--- config.mk ---
export PLATFORM = sky130hd
export DESIGN_NAME = ysyx_2022040010_wb_arbiter
export DESIGN_NICKNAME = d
export VERILOG_FILES = /design/src/rtl/ysyx_2022040010_wb_arbiter.sv
export SDC_FILE = /design/constraint.sdc
export NUM_CORES = 1
export LEC_CHECK = 0
export BUFFER_PORTS_ARGS = -buffer_cell sky130_fd_sc_hd__buf_4
export CELL_PAD_IN_SITES_DETAIL_PLACEMENT = 0
export CELL_PAD_IN_SITES_GLOBAL_PLACEMENT = 1
export CORE_MARGIN = 2
export CORE_UTILIZATION = 44
export CTS_CLUSTER_SIZE = 40
export DETAILED_ROUTE_END_ITERATION = 6
export GPL_TIMING_DRIVEN = 0
export HOLD_SLACK_MARGIN = 0.06
export PLACE_DENSITY = 0.95
export SYNTH_ARGS = -nofsm -noshare
export SYNTH_HDL_FRONTEND = slang
export SYNTH_SLANG_ARGS = --single-unit
--- constraint.sdc ---
create_clock -name clk -period 4.6 [get_ports clk]
set_clock_uncertainty 0.05 [all_clocks]
set_input_delay 0.69 -clock clk [delete_from_list [all_inputs] [get_ports clk]]
set_output_delay 0.69 -clock clk [all_outputs]
set_load 0.05 [all_outputs]
--- src/rtl/ysyx_2022040010_wb_arbiter.sv ---
// rtl/ysyx_2022040010_wb_arbiter.sv - register-file writeback arbiter: loads, buffered execute results, busy vector
module ysyx_2022040010_wb_arbiter #(
  parameter int FIFO_DEPTH = 2
) (
  input  logic        clk,
  input  logic        rst,
  input  logic        ex_valid,
  output logic        ex_ready,
  input  logic        ex_wen,
  input  logic [4:0]  ex_rd,
  input  logic [63:0] ex_data,
  input  logic        ld_issue,
  input  logic [4:0]  ld_issue_rd,
  input  logic        ld_valid,
  input  logic [4:0]  ld_rd,
  input  logic [63:0] ld_data,
  input  logic [1:0]  ld_size,
  input  logic        ld_unsigned,
  input  logic [2:0]  ld_offset,
  output logic        we,
  output logic [4:0]  waddr,
  output logic [63:0] wdata,
  output logic [31:0] busy
);

  localparam logic [1:0] Depth = 2'(FIFO_DEPTH);

  logic [1:0]  count_q, count_d;
  logic [4:0]  f0_rd_q, f0_rd_d, f1_rd_q, f1_rd_d;
  logic [63:0] f0_data_q, f0_data_d, f1_data_q, f1_data_d;
  logic        we_q, we_d;
  logic [4:0]  waddr_q, waddr_d;
  logic [63:0] wdata_q, wdata_d;
  logic [31:0] sb_q, sb_d;

  logic        ex_fire, ex_keep, pop, push, win;
  logic [4:0]  win_rd;
  logic [63:0] win_data;
  logic [1:0]  cnt_after;
  logic [5:0]  shamt;
  logic [63:0] shifted, ld_ext;
  logic [31:0] busy_c;

  assign ex_ready = !rst && (count_q < Depth);

  // Doubleword accesses are always aligned, so the offset is ignored for them.
  always_comb begin
    shamt   = (ld_size == 2'd3) ? 6'd0 : {ld_offset, 3'b000};
    shifted = ld_data >> shamt;
    ld_ext  = shifted;
    case (ld_size)
      2'd0:    ld_ext = {{56{~ld_unsigned & shifted[7]}}, shifted[7:0]};
      2'd1:    ld_ext = {{48{~ld_unsigned & shifted[15]}}, shifted[15:0]};
      2'd2:    ld_ext = {{32{~ld_unsigned & shifted[31]}}, shifted[31:0]};
      default: ld_ext = shifted;
    endcase
  end

  always_comb begin
    ex_fire  = ex_valid && ex_ready;
    ex_keep  = ex_fire && ex_wen && (ex_rd != 5'd0);
    pop      = 1'b0;
    push     = 1'b0;
    win      = 1'b0;
    win_rd   = 5'd0;
    win_data = 64'd0;
    if (ld_valid) begin
      win      = 1'b1;
      win_rd   = ld_rd;
      win_data = ld_ext;
      push     = ex_keep;
    end else if (count_q != 2'd0) begin
      win      = 1'b1;
      win_rd   = f0_rd_q;
      win_data = f0_data_q;
      pop      = 1'b1;
      push     = ex_keep;
    end else if (ex_keep) begin
      win      = 1'b1;
      win_rd   = ex_rd;
      win_data = ex_data;
    end

    // Shift-register FIFO: entry 0 is always the head.
    f0_rd_d   = pop ? f1_rd_q : f0_rd_q;
    f0_data_d = pop ? f1_data_q : f0_data_q;
    f1_rd_d   = f1_rd_q;
    f1_data_d = f1_data_q;
    cnt_after = count_q - {1'b0, pop};
    if (push) begin
      if (cnt_after == 2'd0) begin
        f0_rd_d   = ex_rd;
        f0_data_d = ex_data;
      end else begin
        f1_rd_d   = ex_rd;
        f1_data_d = ex_data;
      end
    end
    count_d = cnt_after + {1'b0, push};

    we_d    = win && (win_rd != 5'd0);
    waddr_d = we_d ? win_rd : waddr_q;
    wdata_d = we_d ? win_data : wdata_q;

    // Set after clear so a newer load to the same register stays pending.
    sb_d = sb_q;
    if (ld_valid) sb_d[ld_rd] = 1'b0;
    if (ld_issue && (ld_issue_rd != 5'd0)) sb_d[ld_issue_rd] = 1'b1;
  end

  always_comb begin
    busy_c = sb_q;
    if (count_q != 2'd0) busy_c[f0_rd_q] = 1'b1;
    if (count_q == 2'd2) busy_c[f1_rd_q] = 1'b1;
    if (we_q) busy_c[waddr_q] = 1'b1;
    busy_c[0] = 1'b0;
  end

  always_ff @(posedge clk) begin
    if (rst) begin
      count_q   <= 2'd0;
      f0_rd_q   <= 5'd0;
      f1_rd_q   <= 5'd0;
      f0_data_q <= 64'd0;
      f1_data_q <= 64'd0;
      we_q      <= 1'b0;
      waddr_q   <= 5'd0;
      wdata_q   <= 64'd0;
      sb_q      <= 32'd0;
    end else begin
      count_q   <= count_d;
      f0_rd_q   <= f0_rd_d;
      f1_rd_q   <= f1_rd_d;
      f0_data_q <= f0_data_d;
      f1_data_q <= f1_data_d;
      we_q      <= we_d;
      waddr_q   <= waddr_d;
      wdata_q   <= wdata_d;
      sb_q      <= sb_d;
    end
  end

  assign we    = we_q;
  assign waddr = waddr_q;
  assign wdata = wdata_q;
  assign busy  = busy_c;

endmodule
==> summary.md, run 1 <==
| Metric | Value |
|---|---|
| Status | `completed` |
| Leak pwr | `6.12 nW` |
| Cts-stage hold buffer count | `0` |
| Worst Path Max Fanout | `10` |
| Synth area leaders | `dfxtp_1 35%, nand2_1 7.8%, a21oi_1 6.4%, nor2_1 5.5%, a311oi_1 4.6%` |
| Internal cell power | `4.12 mW` |
| Nets | `2192` |
| Area grow syn2layout | `24.0%` |
| Worst vdd ir | `0.260 mV` |
| Sequential area share after synthesis | `35.4%` |
| Total GRT Usage | `36.0%` |
| Syn avg cell area | `7.77 um2` |
| Yosys top cell by area | `dfxtp_1` |
| Achievable Freq | `260 MHz` |
| # clock sinks | `241` |
| CP required | `4.94 ns` |
| DR vias | `15900` |
| Drt via density | `6.49` |
| Post-Route WL | `61600 um` |
| Total power | `6.57 mW` |
| Share of cells above drive strength 1 | `20.7%` |
| Slew headroom | `17.4%` |
| Cell Area, Synth | `13600 um2` |
| Die ar. | `32400 um2` |
| CTS-repair resized insts | `0` |
| Most frequent cells in the layout | `283 x nand2_1, 254 x buf_4, 241 x dfxtp_1` |
| Die X | `180 um` |
| Vias in the first global route | `14800` |
| Iter 0 DRT Violations | `2063` |
| FF+latch count, synth | `241` |
| Ant. Diodes | `0` |
| RSZ-0062 raised after global routing | `no` |
| Core area | `30600 um2` |
| Min-Delay Path Class | `in2reg` |
| Max-slew violations | `0` |
| Sequential power share | `35.9%` |
| Sw power | `2.46 mW` |
| Arrival @ worst endpoint | `4.18 ns` |
| Max cap viols | `0` |
| Placer Congestion | `0.977` |
| Post-synthesis cell type count | `65` |
| Top cell type's share of synthesized area | `35.4%` |
| Period utilization | `83.6%` |
| Slew at the pin with the worst max-slew slack | `1.24 ns` |
| Main synth FF type | `dfxtp_1` |
| Total CTS buffers | `27` |
| PwrDens | `389 nW/um2` |
| Site row count | `64` |
| Initial antenna violation count | `0` |
| First-pass GRT wire length | `91400 um` |
| Setup TNS | `0 ns` |
| Post-Syn Instances | `1756` |
| DRC viols | `0` |
| Clock root buffer master | `clkbuf_16` |
| DPL Wire Length | `46000 um` |
| Ports | `258` |
| Final Hold Viols | `0` |
| CP startpoint kind | `flop` |
| Asr flop ratio synth | `0%` |
| CTS tree | `built` |
| Combinational share of power | `30.0%` |
| Routed Antenna Nets | `0` |
| Mapped Nets | `1913` |
| Largest net degree at the start of global routing | `15` |
| Min Tclk post-route | `3.84 ns` |
| Initial Util | `44.6%` |
| Final setup fails | `0` |
| Commonest non-fill, non-tap cell in the layout | `nand2_1` |
| Clk slew on worst S/H paths | `0.07 ns` |
| Synth Warn # | `0` |
| Die H | `180 um` |
| Post-synth EDFFs | `0` |
| Filler Cells Inserted | `2943` |
| Setup CP Type | `reg2reg` |
| Sw frac | `37.4%` |
| Clk_lat worst skew | `0.56 ns` |
| GRT Residual Overflow | `0` |
| Drt wl/cell | `25.1 um` |
| Crit. End Element | `flop` |
| I/O Buffers | `250` |
| Post-CTS setup buffer count | `0` |
| Drt pass-1 iters | `5` |
| H-tree Lvls | `1` |
| Clock Path Buffers | `3` |
| Clock Power Share | `34.1%` |
==> cell usage after synthesis (13+ instances only) <==
library cell,number
o221ai_1,56
nand3b_1,13
o31ai_1,16
nand3_1,26
buf_2,39
nand2_1,283
and3_1,20
a221oi_1,67
clkbuf_1,136
a21oi_1,174
mux2i_1,15
a211oi_2,42
a311oi_1,71
nor2_1,201
dfxtp_1,241
o41ai_1,32
o21ai_0,120
inv_1,22
a211oi_1,29
==> state kept, by name, summed over array words and instances, names as in the netlist <==
register,cells
count_q,2
f0_data_q,64
f0_rd_q,5
f1_data_q,64
f1_rd_q,5
sb_q,31
waddr,5
wdata,64
we,1
==> cell families after synthesis <==
logic type / count (synthesis) / synth area share, %
adder cells (fa/ha/maj): 2 / 0.183
buffers and inverters: 214 / 6.75
XOR/XNOR: 2 / 0.128
AND/OR/NAND/NOR: 597 / 18.9
flip-flops: 241 / 35.4
multiplexers: 25 / 2.50
other: 1 / 0.0275
AO/OA/AOI/OAI: 674 / 36.2
==> metal layers <==
layer	routed length [um]	part of all wire [%]	track usage [%]	vias up
met4	2630	4.3	13.0	0
met3	6530	11	7.24	177
met2	27400	45	56.8	1027
met5	0	0	0	-
li1	-	-	-	7117
met1	25000	41	48.8	7595
==> layout make-up <==
class	count	area [um2]	share of cell area (%)
Inverter	22	82.6	0.488
Clock buffer	32	714	4.22
Buffer	192	838	4.95
Sequential cell	241	4820	28.5
Tap cell	396	495	2.93
Multi-Input combinational cell	1301	7900	46.7
Timing Repair Buffer	250	1880	11.1
Clock inverter	17	188	1.11
==> worst max-delay path, stage by stage, from the launching register on <==
cell      delay [ns]
dfxtp_1         0.30
buf_4           0.17
nor2_4          0.10
nor2_1          0.76
clkbuf_1        0.49
ha_1            0.26
xnor2_1         0.11
nand3_1         0.13
clkbuf_1        0.54
clkbuf_1        0.55
a311oi_1        0.19
==> path summary, 6_finish.rpt <==
| path | start | to | slack (ns) | cells past startpoint |
|---|---|---|---|---|
| worst max-delay path | count_q[0]$_SDFF_PP0_ | f0_data_q[13]$_SDFF_PP0_ | 0.76 | 10 |
| worst min-delay path | ex_data[51] | f1_data_q[51]$_SDFFE_PP0P_ | 0.34 | 3 |
| worst max register to register | count_q[0]$_SDFF_PP0_ | f0_data_q[13]$_SDFF_PP0_ | 0.76 | 10 |
| worst min register to register | f1_data_q[32]$_SDFFE_PP0P_ | f1_data_q[32]$_SDFFE_PP0P_ | 0.40 | 2 |
==> power groups by stage <==
stage | clock, mW | sequential (mW) | combinational (mW)
global placement | 0 | 2.40 | 1.90
CTS | 2.25 | 2.36 | 1.92
global route | 2.33 | 2.38 | 2.07
finish | 2.24 | 2.36 | 1.97
floorplan | 0 | 2.60 | 0.956
detailed placement | 0 | 2.40 | 1.91
==> through the flow <==
| stage | cell area, um2 | hold slack [ns] | setup WS [ns] | util [%] | std cells |
|---|---|---|---|---|---|
| final | 16900 | 0.339 | 0.755 | 55.3 | 2451 |
| after global routing | 16900 | 0.349 | 0.550 | 55.3 | 2451 |
| after CTS | 16900 | 0.338 | 0.875 | 55.3 | 2451 |
| after detailed placement | 16000 | 0.397 | 0.442 | 52.4 | 2402 |
| after global placement | 16000 | 0.391 | 0.458 | 52.4 | 2402 |
| after floorplan | 13600 | 0.387 | 1.75 | - | 1756 |
Power figures use the tool's default switching activity.
==> run 2, diff against run 1 <==
- ABC_AREA: default -> 1
- CORE_UTILIZATION: 44 -> 35
- PLACE_DENSITY: 0.95 -> 0.86
- clock period: 4.6 -> 3.4 ns (I/O delays scaled with it)
==> run 2 against run 1 <==
  * The flow now finishes with violations (design-rule violations, max-capacitance violations, max-slew violations)
  * Cell area rose by 0.89%
  * Clock power rose by 26%
  * Synthesized cell count rose by 26%
  * Synthesized area barely moved
  * Non-clock buffer count fell by 33
  * Global-route usage fell by 5.6 points
  * Hold slack got worse by 0.18 ns
  * Critical path type is now reg2out
  * Largest power group unchanged
  * Highest routed layer unchanged
==> summary.md, run 2 <==
| Metric | Value |
|---|---|
| Status | `finished, violations left (was completed)` |
| Failing checks | `design-rule violations, max-capacitance violations, max-slew violations` |
| Final Non-Filler Cells | `3034 (was 2451)` |
| Clock Path Buffers | `3 (unchanged)` |
| Core Util, Final | `44.3% (was 55.3%)` |
| Max-slew violations | `9 (was 0)` |
| Cell with the most instances after synthesis | `nand2_1 (unchanged)` |
| Initial Util | `35.4% (was 44.6%)` |
| # clock sinks | `241 (unchanged)` |
| Post-synth top cells | `688 x nand2_1, 277 x o21ai_0, 241 x dfxtp_1 (was 283 x nand2_1, 241 x dfxtp_1, 201 x nor2_1)` |
| Commonest non-fill, non-tap cell in the layout | `nand2_1 (unchanged)` |
| Crit. End Element | `primary output (was flop)` |
| Main synth FF type | `dfxtp_1 (unchanged)` |
| Worst Path Max Fanout | `8 (was 10)` |
| Setup CP Type | `reg2out (was reg2reg)` |
| Worst vdd ir | `0.393 mV (was 0.260 mV)` |
| CP required | `2.84 ns (was 4.94 ns)` |
| Min Tclk post-route | `3.39 ns` |
| GRT Residual Overflow | `0 (unchanged)` |
| FF+latch count, synth | `241 (unchanged)` |
| Nets | `2655 (was 2192)` |
| Met1 usage in global routing | `44.8% (was 48.8%)` |
| Mapped Nets | `2370 (was 1913)` |
| Site row count | `72 (was 64)` |
| DRC viols | `1 (was 0)` |
| DR vias | `16700 (was 15900)` |
| M2 GR Usage | `45.9% (was 56.8%)` |
| Post-synth EDFFs | `0 (unchanged)` |
| Largest net degree at the start of global routing | `17 (was 15)` |
| I/O Buffers | `256 (was 250)` |
| Post-Place Cells | `2989 (was 2402)` |
| Die X | `201 um (was 180 um)` |
| Arrival @ worst endpoint | `2.83 ns (was 4.18 ns)` |
| Synth area leaders | `dfxtp_1 35%, nand2_1 19%, o21ai_0 10%, a21oi_1 6.8%, inv_1 4.8% (was dfxtp_1 35%, nand2_1 7.8%, a21oi_1 6.4%, nor2_1 5.5%, a311oi_1 4.6%)` |
| Final Hold Viols | `0 (unchanged)` |
| Die H | `201 um (was 180 um)` |
| GR peak layer | `met2 (unchanged)` |
| Die ar. | `40600 um2 (was 32400 um2)` |
| PwrDens | `583 nW/um2 (was 389 nW/um2)` |
| Leak pwr | `7.39 nW (was 6.12 nW)` |
| Yosys top cell by area | `dfxtp_1 (unchanged)` |
| Top cell type's share of synthesized area | `35.3% (was 35.4%)` |
| Syn avg cell area | `6.17 um2 (was 7.77 um2)` |
| Iter 0 DRT Violations | `1753 (was 2063)` |
| Total CTS buffers | `27 (unchanged)` |
| Routed Antenna Nets | `0 (unchanged)` |
| Max cap viols | `1 (was 0)` |
| Asr flop ratio synth | `0% (unchanged)` |
| Sequential area share after synthesis | `35.3% (was 35.4%)` |
| Ports | `258 (unchanged)` |
| FF+latch area | `4820 um2 (unchanged)` |
| Slew at the pin with the worst max-slew slack | `1.52 ns (was 1.24 ns)` |
| Initial antenna violation count | `2 (was 0)` |
| First-pass GRT wire length | `95000 um (was 91400 um)` |
| Slew headroom | `-2.15% (was 17.4%)` |
| Clk slew on worst S/H paths | `0.06 ns (was 0.07 ns)` |
| Area after DPL | `16200 um2 (was 16000 um2)` |
| Total GRT Usage | `30.4% (was 36.0%)` |
| Setup TNS | `0 ns (unchanged)` |
| Cell Area, Synth | `13700 um2 (was 13600 um2)` |
| Cts-stage hold buffer count | `0 (unchanged)` |
| Area grow syn2layout | `25.1% (was 24.0%)` |
| Drt via density | `5.50 (was 6.49)` |
| RSZ-0062 raised after global routing | `no (unchanged)` |
| Met3 Usage GRT | `4.52% (was 7.24%)` |
| Post-Route WL | `64100 um (was 61600 um)` |
| Achievable Freq | `295 MHz` |
| Clk_lat worst skew | `0.56 ns (about the same)` |
| Share of cells above drive strength 1 | `14.7% (was 20.7%)` |
| Period utilization | `99.8%` |
| Most frequent cells in the layout | `688 x nand2_1, 277 x o21ai_0, 260 x buf_4 (was 283 x nand2_1, 254 x buf_4, 241 x dfxtp_1)` |
| Min-Delay Path Class | `in2reg (unchanged)` |
| Filler Cells Inserted | `4169 (was 2943)` |
| Final setup fails | `0 (unchanged)` |
| Drt pass-1 iters | `7 (was 5)` |
| Vias in the first global route | `15500 (was 14800)` |
| Area of the multi-input gates | `7450 um2 (was 7900 um2)` |
| Drt wl/cell | `21.1 um (was 25.1 um)` |
| H-tree Lvls | `1 (unchanged)` |
| CTS tree | `built (unchanged)` |
| Clock root buffer master | `clkbuf_16 (unchanged)` |
| Design area | `17100 um2 (was 16900 um2)` |
| Post-synthesis cell type count | `32 (was 65)` |
| Synth Warn # | `0 (unchanged)` |
| Core area | `38600 um2 (was 30600 um2)` |
| Placer Congestion | `0.966 (was 0.977)` |
| DPL Wire Length | `50000 um (was 46000 um)` |
| Post-Syn Instances | `2213 (was 1756)` |
| CP startpoint kind | `flop (unchanged)` |
-- run 2: cell types whose count changed after synthesis, sizes merged, moves of 47 or more --
cell    change
nand2     +407
inv       +161
o21ai     +151
nand3      +87
a211oi     -71
a311oi     -68
a221oi     -67
a31oi      +59
o221ai     -56
clkbuf     -47
-- run 2: cell families (layout without fill, tap and decap cells) --
group	after synthesis	count (layout)	share of synthesized area (%)
compound gates	582	582	23.0
xor+xnor	1	1	0.0642
fa+ha+maj	2	2	0.183
buf+inv	337	637	10.1
flops	241	241	35.3
other cells	1	4	0.0275
simple gates	1049	1049	31.3
-- run 2: final timing paths --
kind	start	to	slack [ns]	cells after the start
max	count_q[1]$_SDFF_PP0_	busy[14]	0.008	5
min reg2reg	f1_data_q[54]$_SDFFE_PP0P_	f0_data_q[54]$_SDFF_PP0_	0.43	2
max reg2reg	count_q[1]$_SDFF_PP0_	f1_data_q[43]$_SDFFE_PP0P_	0.35	12
min	ex_data[48]	f1_data_q[48]$_SDFFE_PP0P_	0.16	3
-- run 2: report_power, final --
group | leakage, nW | switching [mW] | total (mW) | internal, mW
Combinational | 5.03 | 2.56 | 3.55 | 0.987
Clock | 0.400 | 1.20 | 2.83 | 1.63
Sequential | 1.96 | 0.310 | 3.57 | 3.26
-- run 2: what timing repair did --
item                       4_1_cts  5_1_grt
setup endpoints to repair      138      135
gates resized for setup          2        4
buffers inserted                 0        0
cloned                           0        0
-- run 2: metal layers --
metal,share of wire [%],vias to the layer above
met2,43,818
met4,2.9,0
met5,0,-
met3,8.7,112
li1,-,7865
met1,45,7887
-- run 2: cell type report --
class | count | area share [%]
diodes | 3 | 0.0440
plain buffers | 151 | 3.99
clock buffers | 39 | 4.51
clock inverters | 5 | 0.344
inverters | 184 | 4.06
multi-input cells | 1635 | 43.7
flip-flops and latches | 241 | 28.3
well taps | 518 | 3.80
repair buffers | 258 | 11.3
-- run 2: per-stage QoR --
step / hold WS, ns / total power, mW / setup WS, ns
final: 0.157 / 9.95 / 0.00845
after global routing: 0.159 / 10.4 / 0.000132
after CTS: 0.145 / 9.92 / 0.0296
after detailed placement: 0.420 / 7.10 / -1.03
after global placement: 0.407 / 7.07 / -0.926
after floorplan: 0.399 / 5.74 / 0.613
-- run 2: critical path, cell delays in order, from the launching register on --
cell     delay [ns]
dfxtp_1        0.41
nand2_1        0.13
nor3_1         1.16
nand2_1        0.15
nand3_1        0.20
buf_4          0.22
